[src/rtl/mux_test_sequencer.sv]
// Sweeps all 64 select/data combinations into two mux4 implementations and counts mismatches.
// Optional first-failure capture is compiled in with `define MUX_TEST_FIRST_FAIL_EN.
module mux_test_sequencer #(
  parameter int unsigned SETTLE_CYCLES = 2
) (
  input  logic       clk,
  input  logic       rst,
  input  logic       start,
  input  logic       gf_out,
  input  logic       bfg_out,
  output logic       i0,
  output logic       i1,
  output logic       i2,
  output logic       i3,
  output logic       s0,
  output logic       s1,
  output logic       busy,
  output logic       done,
  output logic       pass,
  output logic [6:0] gf_err,
  output logic [6:0] bfg_err,
`ifdef MUX_TEST_FIRST_FAIL_EN
  output logic [6:0] diff_err,
  output logic       fail_valid,
  output logic [5:0] fail_vec
`else
  output logic [6:0] diff_err
`endif
);

  typedef enum logic [2:0] {
    ST_IDLE,
    ST_DRIVE,
    ST_SETTLE,
    ST_SAMPLE,
    ST_DONE
  } state_e;

  localparam logic [3:0] SETTLE_LOAD = 4'(SETTLE_CYCLES - 1);

  state_e     state_q, state_d;
  logic [5:0] vec_q, vec_d;
  logic [5:0] stim_q, stim_d;
  logic [3:0] settle_q, settle_d;
  logic [6:0] gf_err_q, gf_err_d;
  logic [6:0] bfg_err_q, bfg_err_d;
  logic [6:0] diff_err_q, diff_err_d;
  logic       busy_q, busy_d;
  logic       done_q, done_d;
  logic       pass_q, pass_d;
  logic       expected;
  logic       gf_miss, bfg_miss, diff_miss;

  // Reference value is derived from the registered stimulus, i.e. what the muxes actually see.
  always_comb begin
    expected = 1'b0;
    case (stim_q[5:4])
      2'd0: expected = stim_q[0];
      2'd1: expected = stim_q[1];
      2'd2: expected = stim_q[2];
      2'd3: expected = stim_q[3];
      default: expected = 1'b0;
    endcase
  end

  assign gf_miss   = gf_out ^ expected;
  assign bfg_miss  = bfg_out ^ expected;
  assign diff_miss = gf_out ^ bfg_out;

`ifdef MUX_TEST_FIRST_FAIL_EN
  logic       fail_valid_q, fail_valid_d;
  logic [5:0] fail_vec_q, fail_vec_d;
`endif

  always_comb begin
    // NOTE: every variable gets a default before the case so no path leaves it unassigned (no latch).
    state_d    = state_q;
    vec_d      = vec_q;
    stim_d     = stim_q;
    settle_d   = settle_q;
    gf_err_d   = gf_err_q;
    bfg_err_d  = bfg_err_q;
    diff_err_d = diff_err_q;
    busy_d     = busy_q;
    done_d     = done_q;
    pass_d     = pass_q;
`ifdef MUX_TEST_FIRST_FAIL_EN
    fail_valid_d = fail_valid_q;
    fail_vec_d   = fail_vec_q;
`endif
    case (state_q)
      ST_IDLE, ST_DONE: begin
        if (start) begin
          state_d    = ST_DRIVE;
          vec_d      = '0;
          gf_err_d   = '0;
          bfg_err_d  = '0;
          diff_err_d = '0;
          busy_d     = 1'b1;
          done_d     = 1'b0;
          pass_d     = 1'b0;
`ifdef MUX_TEST_FIRST_FAIL_EN
          fail_valid_d = 1'b0;
          fail_vec_d   = '0;
`endif
        end
      end
      ST_DRIVE: begin
        stim_d   = vec_q;
        settle_d = SETTLE_LOAD;
        state_d  = ST_SETTLE;
      end
      ST_SETTLE: begin
        if (settle_q == 4'd0) state_d = ST_SAMPLE;
        else                  settle_d = settle_q - 4'd1;
      end
      ST_SAMPLE: begin
        gf_err_d   = gf_err_q + {6'd0, gf_miss};
        bfg_err_d  = bfg_err_q + {6'd0, bfg_miss};
        diff_err_d = diff_err_q + {6'd0, diff_miss};
`ifdef MUX_TEST_FIRST_FAIL_EN
        if (!fail_valid_q && (gf_miss || bfg_miss || diff_miss)) begin
          fail_valid_d = 1'b1;
          fail_vec_d   = vec_q;
        end
`endif
        if (vec_q == 6'd63) begin
          state_d = ST_DONE;
          busy_d  = 1'b0;
          done_d  = 1'b1;
          pass_d  = (gf_err_d == 7'd0) && (bfg_err_d == 7'd0) && (diff_err_d == 7'd0);
        end else begin
          vec_d   = vec_q + 6'd1;
          state_d = ST_DRIVE;
        end
      end
      default: state_d = ST_IDLE;
    endcase
  end

  always_ff @(posedge clk or posedge rst) begin
    if (rst) begin
      state_q    <= ST_IDLE;
      vec_q      <= '0;
      stim_q     <= '0;
      settle_q   <= '0;
      gf_err_q   <= '0;
      bfg_err_q  <= '0;
      diff_err_q <= '0;
      busy_q     <= 1'b0;
      done_q     <= 1'b0;
      pass_q     <= 1'b0;
    end else begin
      // NOTE: non-blocking assignments so every register samples the pre-edge values.
      state_q    <= state_d;
      vec_q      <= vec_d;
      stim_q     <= stim_d;
      settle_q   <= settle_d;
      gf_err_q   <= gf_err_d;
      bfg_err_q  <= bfg_err_d;
      diff_err_q <= diff_err_d;
      busy_q     <= busy_d;
      done_q     <= done_d;
      pass_q     <= pass_d;
    end
  end

`ifdef MUX_TEST_FIRST_FAIL_EN
  always_ff @(posedge clk or posedge rst) begin
    if (rst) begin
      fail_valid_q <= 1'b0;
      fail_vec_q   <= '0;
    end else begin
      fail_valid_q <= fail_valid_d;
      fail_vec_q   <= fail_vec_d;
    end
  end

  assign fail_valid = fail_valid_q;
  assign fail_vec   = fail_vec_q;
`endif

  assign {s1, s0, i3, i2, i1, i0} = stim_q;
  assign busy     = busy_q;
  assign done     = done_q;
  assign pass     = pass_q;
  assign gf_err   = gf_err_q;
  assign bfg_err  = bfg_err_q;
  assign diff_err = diff_err_q;

endmodule

[config.mk]
export PLATFORM = sky130hd
export DESIGN_NAME = mux_test_sequencer
export DESIGN_NICKNAME = d
export VERILOG_FILES = /design/src/rtl/mux_test_sequencer.sv
export SDC_FILE = /design/constraint.sdc
export NUM_CORES = 1
export LEC_CHECK = 0
export ABC_AREA = 0
export CORE_ASPECT_RATIO = 1.75
export CORE_MARGIN = 10
export CORE_UTILIZATION = 55
export CTS_CLUSTER_SIZE = 12
export DETAILED_ROUTE_END_ITERATION = 10
export PLACE_DENSITY = 0.82
export SLEW_MARGIN = 10
export SYNTH_ARGS = -nofsm -noshare
export SYNTH_HDL_FRONTEND = slang
export SYNTH_SLANG_ARGS = --single-unit
[constraint.sdc]
create_clock -name clk -period 5.8 [get_ports clk]
set_clock_uncertainty 0.2 [all_clocks]
set_input_delay 0.58 -clock clk [delete_from_list [all_inputs] [get_ports clk]]
set_output_delay 0.58 -clock clk [all_outputs]
set_load 0.01 [all_outputs]
==> flow_summary.json <==
{
  "status": "completed",
  "n_antenna_cell": 0,
  "grt_pass1_vias": 1909,
  "ctsHoldBuffers": 0,
  "path_clk_slew_ps": 80,
  "gr-total-overflow": 0,
  "routabilityCongestion": 0.7947,
  "p_int_mw": 0.6608,
  "p_sw_share_pct": 38.33,
  "cpMostUsedCell": "ha_1",
  "die_width_um": 69.11,
  "fmax_mhz": 350.5,
  "crit_family": "simple AND/OR/NAND/NOR gates",
  "slew_headroom_pct": 33.47,
  "io_buffers": 34,
  "worst_setup_path_end_kind": "flip-flop",
  "n_fill_cell": 343,
  "path_buf_inv": 0,
  "synthTopCellsByCount": "43 x dfrtp_1, 30 x o21ai_0, 27 x nor2_1",
  "nNetsFinal": 280,
  "post_cts_buffers": 0,
  "yosys.area_share.xor_xnor_pct": 7.547,
  "dr.pass1.iters": 4,
  "postLayoutCoreUtil_pct": 67.62,
  "clock_path_buffers": 2,
  "min_path_type": "reg2reg",
  "drt_iter0_drc": 81,
  "ir_drop_v": 0.0003627,
  "cp.arrival_ps": 2870,
  "core_mm2": 0.004111,
  "worstRegToRegCells": 8,
  "hpwlAfterDp_mm": 3.708,
  "placed_area_mm2": 0.002680,
  "cts_tree": "yes",
  "dieArea_mm2": 0.007321,
  "rr_endpoint": "pass",
  "synth_seq_area_share_pct": 46.36,
  "regArea_mm2": 0.001076,
  "synth_top_cell_area_share_pct": 46.36,
  "synth_flop_cell": "dfrtp_1",
  "die_h_um": 105.9,
  "hold_path_end": "done",
  "rrSetupSlack_ps": 2950,
  "synth_fa_ha_area_share_pct": 4.313,
  "cp_max_fo": 3,
  "synth_area_per_cell_um2": 9.876,
  "cap_violations": 0,
  "synthesis.nets": 248,
  "setup_violations": 0,
  "dp_cells": 309,
  "yosys_warnings": 0,
  "yosysTopAreaCell": "dfrtp_1",
  "rows": 31,
  "slew_viol_final": 0,
  "netlist_area_mm2": 0.002321,
  "seq_power_share_pct": 40.5,
  "hold_viol_final": 0,
  "grtUsageTotal_pct": 14.21,
  "routed_via_density": 5.845,
  "ios": 35,
  "synth_edf_count": 0,
  "start_util_pct": 56.45,
  "fin_area_mm2": 0.002780,
  "fin_cells": 317,
  "critPathSlowestCell": "mux4_2",
  "multiInputGateArea_mm2": 0.001184,
  "power_frac_comb_pct": 40.0,
  "p_leak_nw": 1.197,
  "crit_chain": "mux4_2 > xor2_1 > ha_1 > ha_1 > or4_1 > nor4_1 > nand4_1 > o21ai_0",
  "r2r-start": "stim_q[4]",
  "antenna_found_initial": 0,
  "ctsResizeCount": 0,
  "yosysUniqueCellTypes": 40,
  "drc_errors": 0,
  "clk_latency_ps": 290,
  "detail-route-antenna-nets": 0,
  "synth_most_common_cell": "dfrtp_1",
  "synth_compound_area_share_pct": 13.75,
  "async_flop_share_pct": 100.0,
  "grt_start_max_net_pins": 44,
  "cts_made_buffers": 5,
  "fin_hold_ws_ps": 308.1,
  "synthTopCellsByArea": "dfrtp_1 46%, o21ai_0 6.5%, xnor2_1 4.9%",
  "routed_wl_mm": 5.167,
  "netSwitchingPower_mw": 0.4107,
  "cts_root_buf": "clkbuf_8",
  "synth_top_family_by_area": "simple AND/OR/NAND/NOR gates",
  "yosys.area_share.simple_pct": 21.51,
  "worstHoldStart": "done",
  "critical_path_class": "reg2reg",
  "holdPathStages": 2,
  "setup_tns_ps": 0,
  "power_frac_clock_pct": 19.5,
  "cp-start-kind": "flip-flop",
  "cts_sinks": 43,
  "grt_pass1_wl_mm": 8.976,
  "num_vias": 1853,
  "layout_min_cycle_time_ps": 2853,
  "drive_gt1_share_pct": 10.07,
  "wl_per_cell_um": 16.30,
  "areaGrowthSynthToFinish_pct": 19.78,
  "worst_pin_slew_ps": 996.9,
  "rsz0062_at_grt": "no",
  "synth_seq_cells": 43,
  "finalCritPeriodShare_pct": 49.20,
  "critPathMaxStageDelay_ps": 560,
  "synthCells": 235,
  "cts.htree.levels": 2,
  "muxShareOfSynthArea_pct": 3.881,
  "required_ps": 5820,
  "power_density_mw_per_mm2": 385.4
}
-- cell families after synthesis --
logic type	count (synthesis)
buf+inv	13
compound gates	52
fa+ha+maj	8
simple gates	92
flops	43
xor+xnor	20
mux	7
-- final cells by class --
type	instances	share of cell area, %
Multi-Input combinational cell	179	42.57
Inverter	3	0.4050
Clock buffer	8	3.600
Timing Repair Buffer	35	12.51
Sequential cell	43	38.70
Tap cell	49	2.205
-- worst reg2reg max path: stages, from the launching register on --
cell,delay (ps)
dfrtp_1,390
mux4_2,570
xor2_1,170
ha_1,210
ha_1,290
or4_1,510
nor4_1,180
nand4_1,120
o21ai_0,150
-- how the worst max path moves through the flow --
| stage | startpoint | endpoint | slack (ps) | cells after the start |
|---|---|---|---|---|
| finish | stim_q[4] | pass | 2950 | 8 |
| global route | state_q[1] | vec_q[2] | 2790 | 5 |
| floorplan | stim_q[4] | pass | 3030 | 8 |
| global placement | bfg_out | pass | 2830 | 8 |
| CTS | stim_q[4] | pass | 2940 | 8 |
| detailed placement | gf_out | pass | 2790 | 8 |
-- power by group through the flow --
| stage | Sequential, mW | Clock, mW | Combinational, mW |
|---|---|---|---|
| after global routing | 0.444 | 0.226 | 0.480 |
| after floorplan | 0.418 | 0 | 0.316 |
| final | 0.434 | 0.209 | 0.428 |
| after detailed placement | 0.439 | 0 | 0.430 |
| after global placement | 0.436 | 0 | 0.423 |
| after CTS | 0.434 | 0.213 | 0.433 |
-- layer usage --
| layer | up-vias | part of all wire, % | global-route usage, % |
|---|---|---|---|
| met1 | 894 | 40 | 14.53 |
| met4 | 0 | 1.2 | 5.925 |
| met2 | 42 | 54 | 26.25 |
| met3 | 6 | 4.2 | 3.818 |
| li1 | 911 | - | - |
| met5 | - | 0 | 0 |
-- cells in the final DEF (no fill, tap or decap), types with 2 or more instances in the layout --
cell type / synthesis / final
a21oi_1: 3 / 3
nand3_1: 9 / 9
clkbuf_8: 0 / 7
and3_1: 7 / 7
or4_1: 2 / 2
inv_1: 3 / 3
nand2b_1: 2 / 2
mux2_2: 6 / 6
a31o_2: 2 / 2
nand4_1: 4 / 4
a31oi_1: 4 / 4
nand3b_1: 2 / 2
o21ai_0: 30 / 30
nand2_1: 23 / 23
xor2_1: 7 / 7
xnor2_1: 13 / 13
dfrtp_1: 43 / 43
a311oi_1: 4 / 4
nor2_1: 27 / 27
ha_1: 8 / 8
a22o_1: 6 / 6
clkdlybuf4s50_1: 0 / 34
nor3_1: 3 / 3
nor4_1: 2 / 2
-- metrics by stage --
stage | power, mW | setup WS (ps)
after CTS | 1.080 | 2942
after detailed placement | 0.8689 | 2793
after floorplan | 0.7339 | 3032
final | 1.071 | 2947
after global placement | 0.8595 | 2834
after global routing | 1.149 | 2786
-- flip-flops by register name, summed over array words and instances (netlist names) --
register,flops
settle_q,4
pass,1
bfg_err,7
state_q,3
stim_q,6
vec_q,6
busy,1
gf_err,7
diff_err,7
done,1
Power figures use the tool's default switching activity.
